### src/rtl/alu_pkg.sv
// Shared definitions for the execute stage: ALU op encodings, condition-code
// layout and the default datapath width / "no register" destination ID.
package alu_pkg;

    localparam int         DEFAULT_WIDTH = 64;
    localparam logic [3:0] DEFAULT_RNONE = 4'hF;

    typedef enum logic [1:0] {
        ALU_ADD = 2'b00,
        ALU_SUB = 2'b01,
        ALU_AND = 2'b10,
        ALU_XOR = 2'b11
    } alu_op_e;

    typedef struct packed {
        logic zf;
        logic sf;
        logic of;
    } cc_t;

    localparam cc_t CC_RESET = '{zf: 1'b1, sf: 1'b0, of: 1'b0};

    function automatic logic op_is_arith(input alu_op_e op);
        return (op == ALU_ADD) || (op == ALU_SUB);
    endfunction

endpackage

### src/rtl/alu_flags.sv
// Combinational ALU: computes the result and the candidate condition codes
// for one instruction; the register stage decides whether they are kept.
module alu_flags
    import alu_pkg::*;
#(
    parameter int WIDTH = DEFAULT_WIDTH
) (
    input  alu_op_e          op_i,
    input  logic [WIDTH-1:0] a_i,
    input  logic [WIDTH-1:0] b_i,
    output logic [WIDTH-1:0] result_o,
    output cc_t              cc_o
);

    logic             is_sub;
    logic [WIDTH-1:0] b_eff;
    logic [WIDTH-1:0] sum;
    logic             add_ovf;

    // SUB shares the adder as a + ~b + 1, so one overflow rule covers both:
    // overflow when the effective operands agree in sign but the sum does not.
    always_comb begin
        is_sub  = (op_i == ALU_SUB);
        b_eff   = is_sub ? ~b_i : b_i;
        sum     = a_i + b_eff + {{(WIDTH-1){1'b0}}, is_sub};
        add_ovf = (a_i[WIDTH-1] == b_eff[WIDTH-1]) && (sum[WIDTH-1] != a_i[WIDTH-1]);
    end

    always_comb begin
        result_o = '0;
        case (op_i)
            ALU_ADD,
            ALU_SUB: result_o = sum;
            ALU_AND: result_o = a_i & b_i;
            ALU_XOR: result_o = a_i ^ b_i;
            default: result_o = '0;
        endcase
    end

    always_comb begin
        cc_o    = '0;
        cc_o.zf = (result_o == '0);
        cc_o.sf = result_o[WIDTH-1];
        cc_o.of = op_is_arith(op_i) ? add_ovf : 1'b0;
    end

endmodule

### src/rtl/exec_stage_reg.sv
// Execute stage with its output register: ALU result, destination ID and
// condition codes, controlled by reset > stall > bubble > load priority.
module exec_stage_reg
    import alu_pkg::*;
#(
    parameter int         WIDTH = DEFAULT_WIDTH,
    parameter logic [3:0] RNONE = DEFAULT_RNONE
) (
    input  logic             clk,
    input  logic             rst,
    input  logic             in_valid,
    input  logic [1:0]       in_op,
    input  logic [WIDTH-1:0] in_a,
    input  logic [WIDTH-1:0] in_b,
    input  logic             in_set_cc,
    input  logic [3:0]       in_dst,
    input  logic             stall,
    input  logic             bubble,
    output logic             out_valid,
    output logic [WIDTH-1:0] out_result,
    output logic [3:0]       out_dst,
    output logic             cc_zf,
    output logic             cc_sf,
    output logic             cc_of
);

    logic [WIDTH-1:0] alu_result;
    cc_t              alu_cc;

    logic             valid_q,  valid_d;
    logic [WIDTH-1:0] result_q, result_d;
    logic [3:0]       dst_q,    dst_d;
    cc_t              cc_q,     cc_d;

    alu_flags #(
        .WIDTH (WIDTH)
    ) u_alu (
        .op_i     (alu_op_e'(in_op)),
        .a_i      (in_a),
        .b_i      (in_b),
        .result_o (alu_result),
        .cc_o     (alu_cc)
    );

    // Flags are only touched by an accepted valid instruction asking for them;
    // a bubble or an empty slot clears the payload but leaves the flags alone.
    always_comb begin
        valid_d  = valid_q;
        result_d = result_q;
        dst_d    = dst_q;
        cc_d     = cc_q;
        if (!stall) begin
            if (bubble || !in_valid) begin
                valid_d  = 1'b0;
                result_d = '0;
                dst_d    = RNONE;
            end else begin
                valid_d  = 1'b1;
                result_d = alu_result;
                dst_d    = in_dst;
                if (in_set_cc) begin
                    cc_d = alu_cc;
                end
            end
        end
    end

    always_ff @(posedge clk) begin
        if (rst) begin
            valid_q  <= 1'b0;
            result_q <= '0;
            dst_q    <= RNONE;
            cc_q     <= CC_RESET;
        end else begin
            valid_q  <= valid_d;
            result_q <= result_d;
            dst_q    <= dst_d;
            cc_q     <= cc_d;
        end
    end

    assign out_valid  = valid_q;
    assign out_result = result_q;
    assign out_dst    = dst_q;
    assign cc_zf      = cc_q.zf;
    assign cc_sf      = cc_q.sf;
    assign cc_of      = cc_q.of;

endmodule
### config.mk
export PLATFORM = sky130hd
export DESIGN_NAME = exec_stage_reg
export DESIGN_NICKNAME = d
export VERILOG_FILES = /design/src/rtl/alu_pkg.sv /design/src/rtl/alu_flags.sv /design/src/rtl/exec_stage_reg.sv
export SDC_FILE = /design/constraint.sdc
export NUM_CORES = 1
export LEC_CHECK = 0
export ABC_AREA = 1
export CAP_MARGIN = 25
export CORE_ASPECT_RATIO = 2
export CORE_MARGIN = 10
export CORE_UTILIZATION = 40
export CTS_CLUSTER_DIAMETER = 120
export DETAILED_ROUTE_END_ITERATION = 10
export DONT_BUFFER_PORTS = 1
export GPL_TIMING_DRIVEN = 0
export PLACE_DENSITY = 0.53
export SYNTH_ARGS = -nofsm -noshare
export SYNTH_HDL_FRONTEND = slang
export SYNTH_SLANG_ARGS = --single-unit
### constraint.sdc
create_clock -name clk -period 4.74 [get_ports clk]
set_input_delay 0.948 -clock clk [delete_from_list [all_inputs] [get_ports clk]]
set_output_delay 0.948 -clock clk [all_outputs]
set_load 0.01 [all_outputs]
After elaboration in Yosys (flattened, before gate mapping):

Index checks and enable logic that the tools add are counted.

* reduce and logical (&&, ||, !) cells: 8
* bitwise logic cells: 5
* equality and inequality tests: 5
* $add $sub $neg: 2
* mux-type cells: 6

Operators with widths (count)
* 64-bit case mux with 3 select lines: 1
* 64-bit two-way mux: 2
* 64-bit by 1-bit adder with 64-bit output: 1
* 64-bit adder: 1
* 64-bit bitwise AND: 1
* 64-bit zero test: 1
* 64-bit NOT: 1
* 64-bit bitwise XOR: 1
* 2-bit == test, second input constant: 2
* 4-bit two-way mux: 1
* 3-bit AND reduction: 1
* 2-bit by 1-bit == test with 1-bit output, second input constant: 1
* 2-bit zero test: 1
* 1-bit logical OR: 2
* 1-bit two-way mux: 2
* 1-bit NOT: 2
* 2-bit OR reduction: 1
* 1-bit == test: 1
* 1-bit logical AND: 1
* 1-bit zero test: 1
* 1-bit != test: 1

* output and inout bits: 72
* word-level logic and storage cells: 32
* flip-flop bits (word level): 72
* input port bits: 140

Longest topological paths before layout:

* word-level depth: 7
* gate-level depth with buffers: 27
* depth with buffers taken out: 25

By module:

A second synthesis with hierarchy kept.

* cells, all modules: 2072
* area total of the unflattened synthesis: 11472.3 um2

Modules (own cells, without submodules)
* alu_flags: area each 8858.5 um2, cells an instance 1743, instances 1
* exec_stage_reg: area each 2613.8 um2, cells an instance 329, instances 1

Least setup slack after synthesis:

Ideal clock, no wire load.

* path kind: input-to-reg
* from: in in_op[1]
* to: reg cc_q, in the netlist cc_zf
* cell stages on the path: 23
* arrival time: 3625 ps
* setup slack: 1056 ps
* buffers on the path: 3
* library setup time: 59 ps
* cells stage by stage: buf_6 > inv_6 > nand2_4 > buf_6 > buf_1 > xnor2_1 > ha_1 > nand2_1 > inv_1 > a21oi_1 > nand2_1 > a21oi_1 > nand2_2 > nand2_2 > nand2_1 > or2_1 > nand3_1 > nand2_1 > nor2_1 > nand3_1 > nor2_1 > nand3_1 > nand2_1

* word-level cells in the longest chain between the ends: 6
* elaborated cells between the ends (all ways): 10
* classes of those cells: add/sub: 2; eq/ne: 3; mux: 2; reduce/logical: 3

RTL lines
* start, declared: RTL line exec_stage_reg.sv:12 `input logic [1:0] in_op,`
* 2-bit by 1-bit == test with 1-bit output: RTL line alu_flags.sv:23, alu_flags.sv:31
* 64-bit two-way mux: RTL line alu_flags.sv:24 `b_eff = is_sub ? ~b_i : b_i;`
* 64-bit adder: RTL line alu_flags.sv:25 `sum = a_i + b_eff + {{(WIDTH-1){1'b0}}, is_sub};`
* 64-bit by 1-bit adder with 64-bit output: RTL line alu_flags.sv:25
* 64-bit case mux with 3 select lines (*): RTL line alu_flags.sv:31 `case (op_i)`
* 64-bit zero test (*): RTL line alu_flags.sv:42 `cc_o.zf = (result_o == '0);`
* end signal, assigned: RTL line exec_stage_reg.sv:73 `cc_q <= CC_RESET;`
* end signal, assigned: RTL line exec_stage_reg.sv:78 `cc_q <= cc_d;`
* end, declared: RTL line exec_stage_reg.sv:33 `cc_t cc_q, cc_d;`

Every way passes the cells marked *; elsewhere a longest branch is shown, timed or not.
A chain may end at the register's enable or synchronous reset.

Worst setup path in the final report:

Same ends and word-level chain as after synthesis.

==> out/qor.yml <==
grt_overflow: 0
synthMuxAreaShare_pct: 0.0901
crit_path_start_kind: "input port"
final_area_um2: 11900
synth_area_um2: 11100
port_buffers: 0
netlist_top_cells_count: "nand2_1, inv_1, nor2_1, a21oi_1, ha_1"
arrival_ps: 4760
drt_wl_total_mm: 52.2
ir_drop_mv: 0.242
placed_area_um2: 11500
grt_pass1_wl_mm: 74.2
maxSlewHeadroom_pct: 40.8
placedCellCount: 2321
nets: 2253
ant_nets: 0
via_count: 12200
clk_path_buf_depth: 2
antenna_found_initial: 0
cts_hold_buf: 0
synth_top_family_by_area: "simple AND/OR/NAND/NOR gates"
drt-wirelength-per-cell_um: 22.4
drt-initial-drc-count: 641
die_w_um: 138
synth_fp_nets: 2242
synth_edf_count: 0
clock_latency_ps: 330
gp_congestion: 0.998
post_cts_buffers: 0
area_delta_synth_final_pct: 7.06
htreeDepth: 3
hold_violations: 0
grt_pass1_vias: 12200
synth_cells: 1969
worst-path-max-fanout: 10
cts_resized: 5
yosys.cell_count.top_type: "nand2_1"
clkSinkCount: 72
synthSimpleGateAreaFrac_pct: 38.7
period_needed_ps: 4490
path_class: "input port to flop"
grt_use_total_pct: 28.9
crit_required_ps: 5010
cap_viol_max_count: 0
core-area_um2: 27400
die_h_um: 256
max_freq_ghz: 0.223
syn_avg_cell_area_um2: 5.64
finalClockSkew_ps: 0
ioPinCount: 212
synth_xor_area_share_pct: 5.13
vias_per_cell: 5.24
hp-class: "flop to flop"
worstMarginPinSlew_ps: 887
maxSlewViolCount: 0
drt-pass1-iter-count: 5
yosys-top-cells-area: "nand2_1, ha_1, dfxtp_1"
diodes: 0
synth-seq-cells: 72
ys_warn_count: 0
grt_max_degree: 13
p_leak_nw: 6.16
synth_async_sr_flop_share_pct: 0
cts_root_buffer: "clkbuf_16"
drc: 0
fin_total_pwr_w: 0.00304
run_status: "finished clean"
final_layout_size_suffix_gt1_share_pct: 3.53
synthDistinctLibCells: 42
power.density_nw_per_um2: 255
rsz0062_at_grt: "false"
crit_path_end_kind: "flop"
design.die.area_um2: 35200
start_util_pct: 40.5
fin_crit_sh_pct: 94.8
setup_violations: 0
synth_top_area_cell: "nand2_1"
hold_slack_ps: 518
finalSetupTns_ps: 0
yosys.area_share.adder_pct: 15.1
yosysSeqAreaShare_pct: 13.0
cts_made_buffers: 9
yosysTopAreaCellShare_pct: 22.6
rows: 86
place_hpwl_mm: 46.6
ys.flop_type: "dfxtp_1"
fin_cells: 2336
cts_tree: "done"
synth_compound_area_share_pct: 14.3
clkTransAtPathRegs_ps: 60
layout make-up:
type | count | area (um^2)
Clock buffer | 9 | 225
Buffer | 46 | 206
Tap cell | 352 | 440
Multi-Input combinational cell | 1498 | 8140
Inverter | 353 | 1330
Clock inverter | 6 | 109
Sequential cell | 72 | 1440
Fill cell | 3144 | 15500
final timing paths:
kind | cells past startpoint | slack [ps] | start | endpoint
max | 22 | 250 | in_op[1] | cc_zf
min | 2 | 520 | out_result[6] | out_result[6]
max reg2reg | 4 | 3990 | cc_sf | cc_sf
min reg2reg | 2 | 520 | out_result[6] | out_result[6]
flip-flops by register name, indices dropped and copies added, names as in the netlist:
name,cells
out_valid,1
cc_zf,1
cc_sf,1
cc_of,1
out_result,64
out_dst,4
per-stage QoR:
step / worst slack, ps / utilization (%)
floorplan: 1060 / -
global placement: -538 / 42.1
detailed placement: -588 / 42.1
CTS: 46.9 / 43.4
global route: 17.3 / 43.3
finish: 248 / 43.3
worst max-delay path, stage by stage:
cell and delay [ps]:
buf_6 150, inv_6 70, nand2_4 70, buf_6 190
clkbuf_4 330, xnor2_1 160, ha_1 320, nand2_1 110
nand2_1 160, inv_1 120, nand2_1 230, nand4_1 220
nand3_1 200, nand2_1 140, nand3b_1 80, a31oi_1 720
nand2_1 110, nor2_1 120, nand3_1 80, nor2_1 90
nand3_1 80, nand2_1 60
metal layers:
layer / track usage, % / share of wire, % / vias up / wire length (um)
met5: 0 / 0 / - / 0
met3: 6.13 / 6.0 / 180 / 3140
met1: 22.5 / 28 / 5424 / 14900
met2: 53.8 / 53 / 406 / 27500
met4: 30.0 / 13 / 0 / 6780
li1: - / - / 6231 / -
where the power goes:
group | switching, W | internal (W)
Sequential | 0.0000254 | 0.000625
Clock | 0.000243 | 0.000509
Combinational | 0.00113 | 0.000504
placed cells by master, fill, tap and decap left out, types with 27 or more instances in the layout:
cell / instances
nand3_1: 114
ha_1: 132
a21oi_1: 132
nand2_1: 670
dfxtp_1: 72
o21ai_0: 30
nor2_1: 174
clkbuf_1: 27
xnor2_1: 61
inv_1: 345
a22o_1: 53
logic make-up (layout without fill, tap and decap cells):
group | after synthesis | count (layout)
XOR/XNOR | 65 | 65
flip-flops | 72 | 72
AND/OR/NAND/NOR | 1042 | 1042
AO/OA/AOI/OAI | 257 | 257
multiplexers | 1 | 1
adder cells (fa/ha/maj) | 133 | 133
buffers and inverters | 399 | 414
No activity file was read; power rests on OpenSTA's default activity.
==> patch, RTL diff (same flow settings) <==
Set the package constant `DEFAULT_WIDTH` to 72 (it was 64).
--- a/src/rtl/alu_pkg.sv
+++ b/src/rtl/alu_pkg.sv
@@ -4,3 +4,3 @@
 
-    localparam int         DEFAULT_WIDTH = 64;
+    localparam int         DEFAULT_WIDTH = 72;
     localparam logic [3:0] DEFAULT_RNONE = 4'hF;
Ports: changed (resized in_a, in_b and out_result); port bits go from 212 to 236. No check against the original RTL was run, so the function may have changed too.
==> patch against the original RTL <==
  * Power is 8.4% higher
  * Synthesized area is 13% higher
  * Largest power group unchanged
  * Worst setup slack worse by 27 ps
  * Register-to-register slack worse by 20 ps
  * Wire length is 22% higher
  * Cell count is 15% higher
  * Cell area is 12% higher
  * Global-route usage is 2.4 points higher
  * Via count is 16% higher
  * Sequential cell count is 8 higher
  * Hold slack hardly changed
  * Highest routed layer unchanged
  * Critical path depth is 1 lower
==> patch: results (changes against the original RTL) <==
status completed (unchanged); Post-Syn Nets 2551 (was 2242); largest net degree at the start of global routing 16 (was 13); Hold Path Cell Cnt 2 (unchanged); drt total wl 63900 um (was 52200 um); GR Layer Usage met1 23.6% (was 22.5%); vias in the first global route 14200 (was 12200); Pre-antenna DRT Iters 5 (unchanged); worst r2r dst cc_sf (unchanged); Leakage 6.77 nW (was 6.16 nW); Worst-Margin Slew 955 ps (was 887 ps); Unique masters post-synth 38 (was 42); mux contribution to synthesized area 0% (was 0.0901%); met2 Use GR 60.5% (was 53.8%); Post-synth top cells 793 x nand2_1, 363 x inv_1, 211 x nor2_1 (was 670 x nand2_1, 345 x inv_1, 174 x nor2_1); initial drt markers 694 (was 641); filler cell count 3638 (was 3144); non-filler instance count after layout 2678 (was 2336); Synth async-reset ratio 0% (unchanged); Via Count 14100 (was 12200); Crit-path slowest cell clkdlybuf4s15_2 (was a31oi_1); P_sw 0.00165 W (was 0.00140 W); max FFs per register 72 (was 64); pre-CTS setup slack -995 ps (was -588 ps); Post-Synth XOR/XNOR Area 5.12% (was 5.13%); Post-Synth Adder-Cell Area 15.2% (was 15.1%); hpwl dp 56400 um (was 46600 um); GPL Wtd Cong 1.02 (was 0.998); GRT Util Overall 31.3% (was 28.9%); port bufs 0 (unchanged); crit-path max cell delay 430 ps (was 720 ps); GRT met3 Usage 6.63% (was 6.13%); critical path's top delay family simple AND/OR/NAND/NOR gates (unchanged); Synth Area in Compound Gates 14.0% (was 14.3%); CP arrival 4790 ps (was 4760 ps); Nets 2562 (was 2253); initial antenna violation count 0 (unchanged); number of synthesized flops with an enable pin 0 (unchanged); dominant cells by area after synthesis nand2_1 24%, ha_1 15%, dfxtp_1 13% (was nand2_1 23%, ha_1 15%, dfxtp_1 13%); Syn Inst Count 2244 (was 1969); sequential fraction of the synthesis area 12.8% (was 13.0%); share of cells above drive strength 1 2.43% (was 3.53%); Hold Path End out_result[41] (was out_result[6]); Reg2Reg Depth 4 (unchanged); first-pass GRT wire length 90400 um (was 74200 um); worst hold start out_result[41] (was out_result[6]); maximum vdd drop 0.239 mV (was 0.242 mV); R2R Setup Slk 3970 ps (was 3990 ps)
patch: cell types whose count changed in the layout (fill, tap and decap cells not counted), sizes merged, moves of 10 or more:
| cell | unedited run | this run |
|---|---|---|
| xnor2 | 61 | 71 |
| nand3b | 14 | 25 |
| nand2 | 688 | 797 |
| nor2 | 184 | 216 |
| ha | 132 | 150 |
| inv | 352 | 374 |
| a21oi | 132 | 163 |
| nand3 | 120 | 153 |
patch: how the worst max path moves through the flow:
stage,to,slack (ps),depth (start not counted)
2_1_floorplan,cc_zf,930,25
3_3_place_gp,cc_zf,-950,23
3_5_place_dp,cc_zf,-990,23
4_1_cts,cc_zf,1,22
5_1_grt,cc_zf,20,19
6_report,cc_zf,220,21
patch: layout make-up:
type / count / area share, %
clock inverter: 6 / 0.374
clock buffer: 10 / 1.79
tap: 418 / 3.91
sequential: 80 / 12.0
multi-input combinational: 1737 / 69.6
buffer: 53 / 1.75
inverter: 374 / 10.5
patch: metrics by stage:
step / area (um2) / hold slack (ps)
3_5_place_dp: 13000 / 509
5_1_grt: 13400 / 535
2_1_floorplan: 12500 / 481
6_report: 13400 / 518
4_1_cts: 13400 / 517
3_3_place_gp: 13000 / 507
patch: layer usage:
metal	wire (um)	share of wire, %
met1	18100	28
met2	34000	53
met3	3600	5.6
met4	8220	13
met5	0	0
patch: power by group through the flow:
stage / Sequential (W) / Combinational, W / Clock, W
after floorplan: 0.000729 / 0.00121 / 0
after global placement: 0.000739 / 0.00186 / 0
after detailed placement: 0.000739 / 0.00187 / 0
after CTS: 0.000724 / 0.00189 / 0.000669
after global routing: 0.000724 / 0.00210 / 0.000706
final: 0.000722 / 0.00191 / 0.000662
patch: what timing repair did:
item,in CTS,in global routing
resized for setup,17,16
hold buffers,0,0
pin swaps,0,0
setup buffers,0,0
setup endpoints to repair,18,2
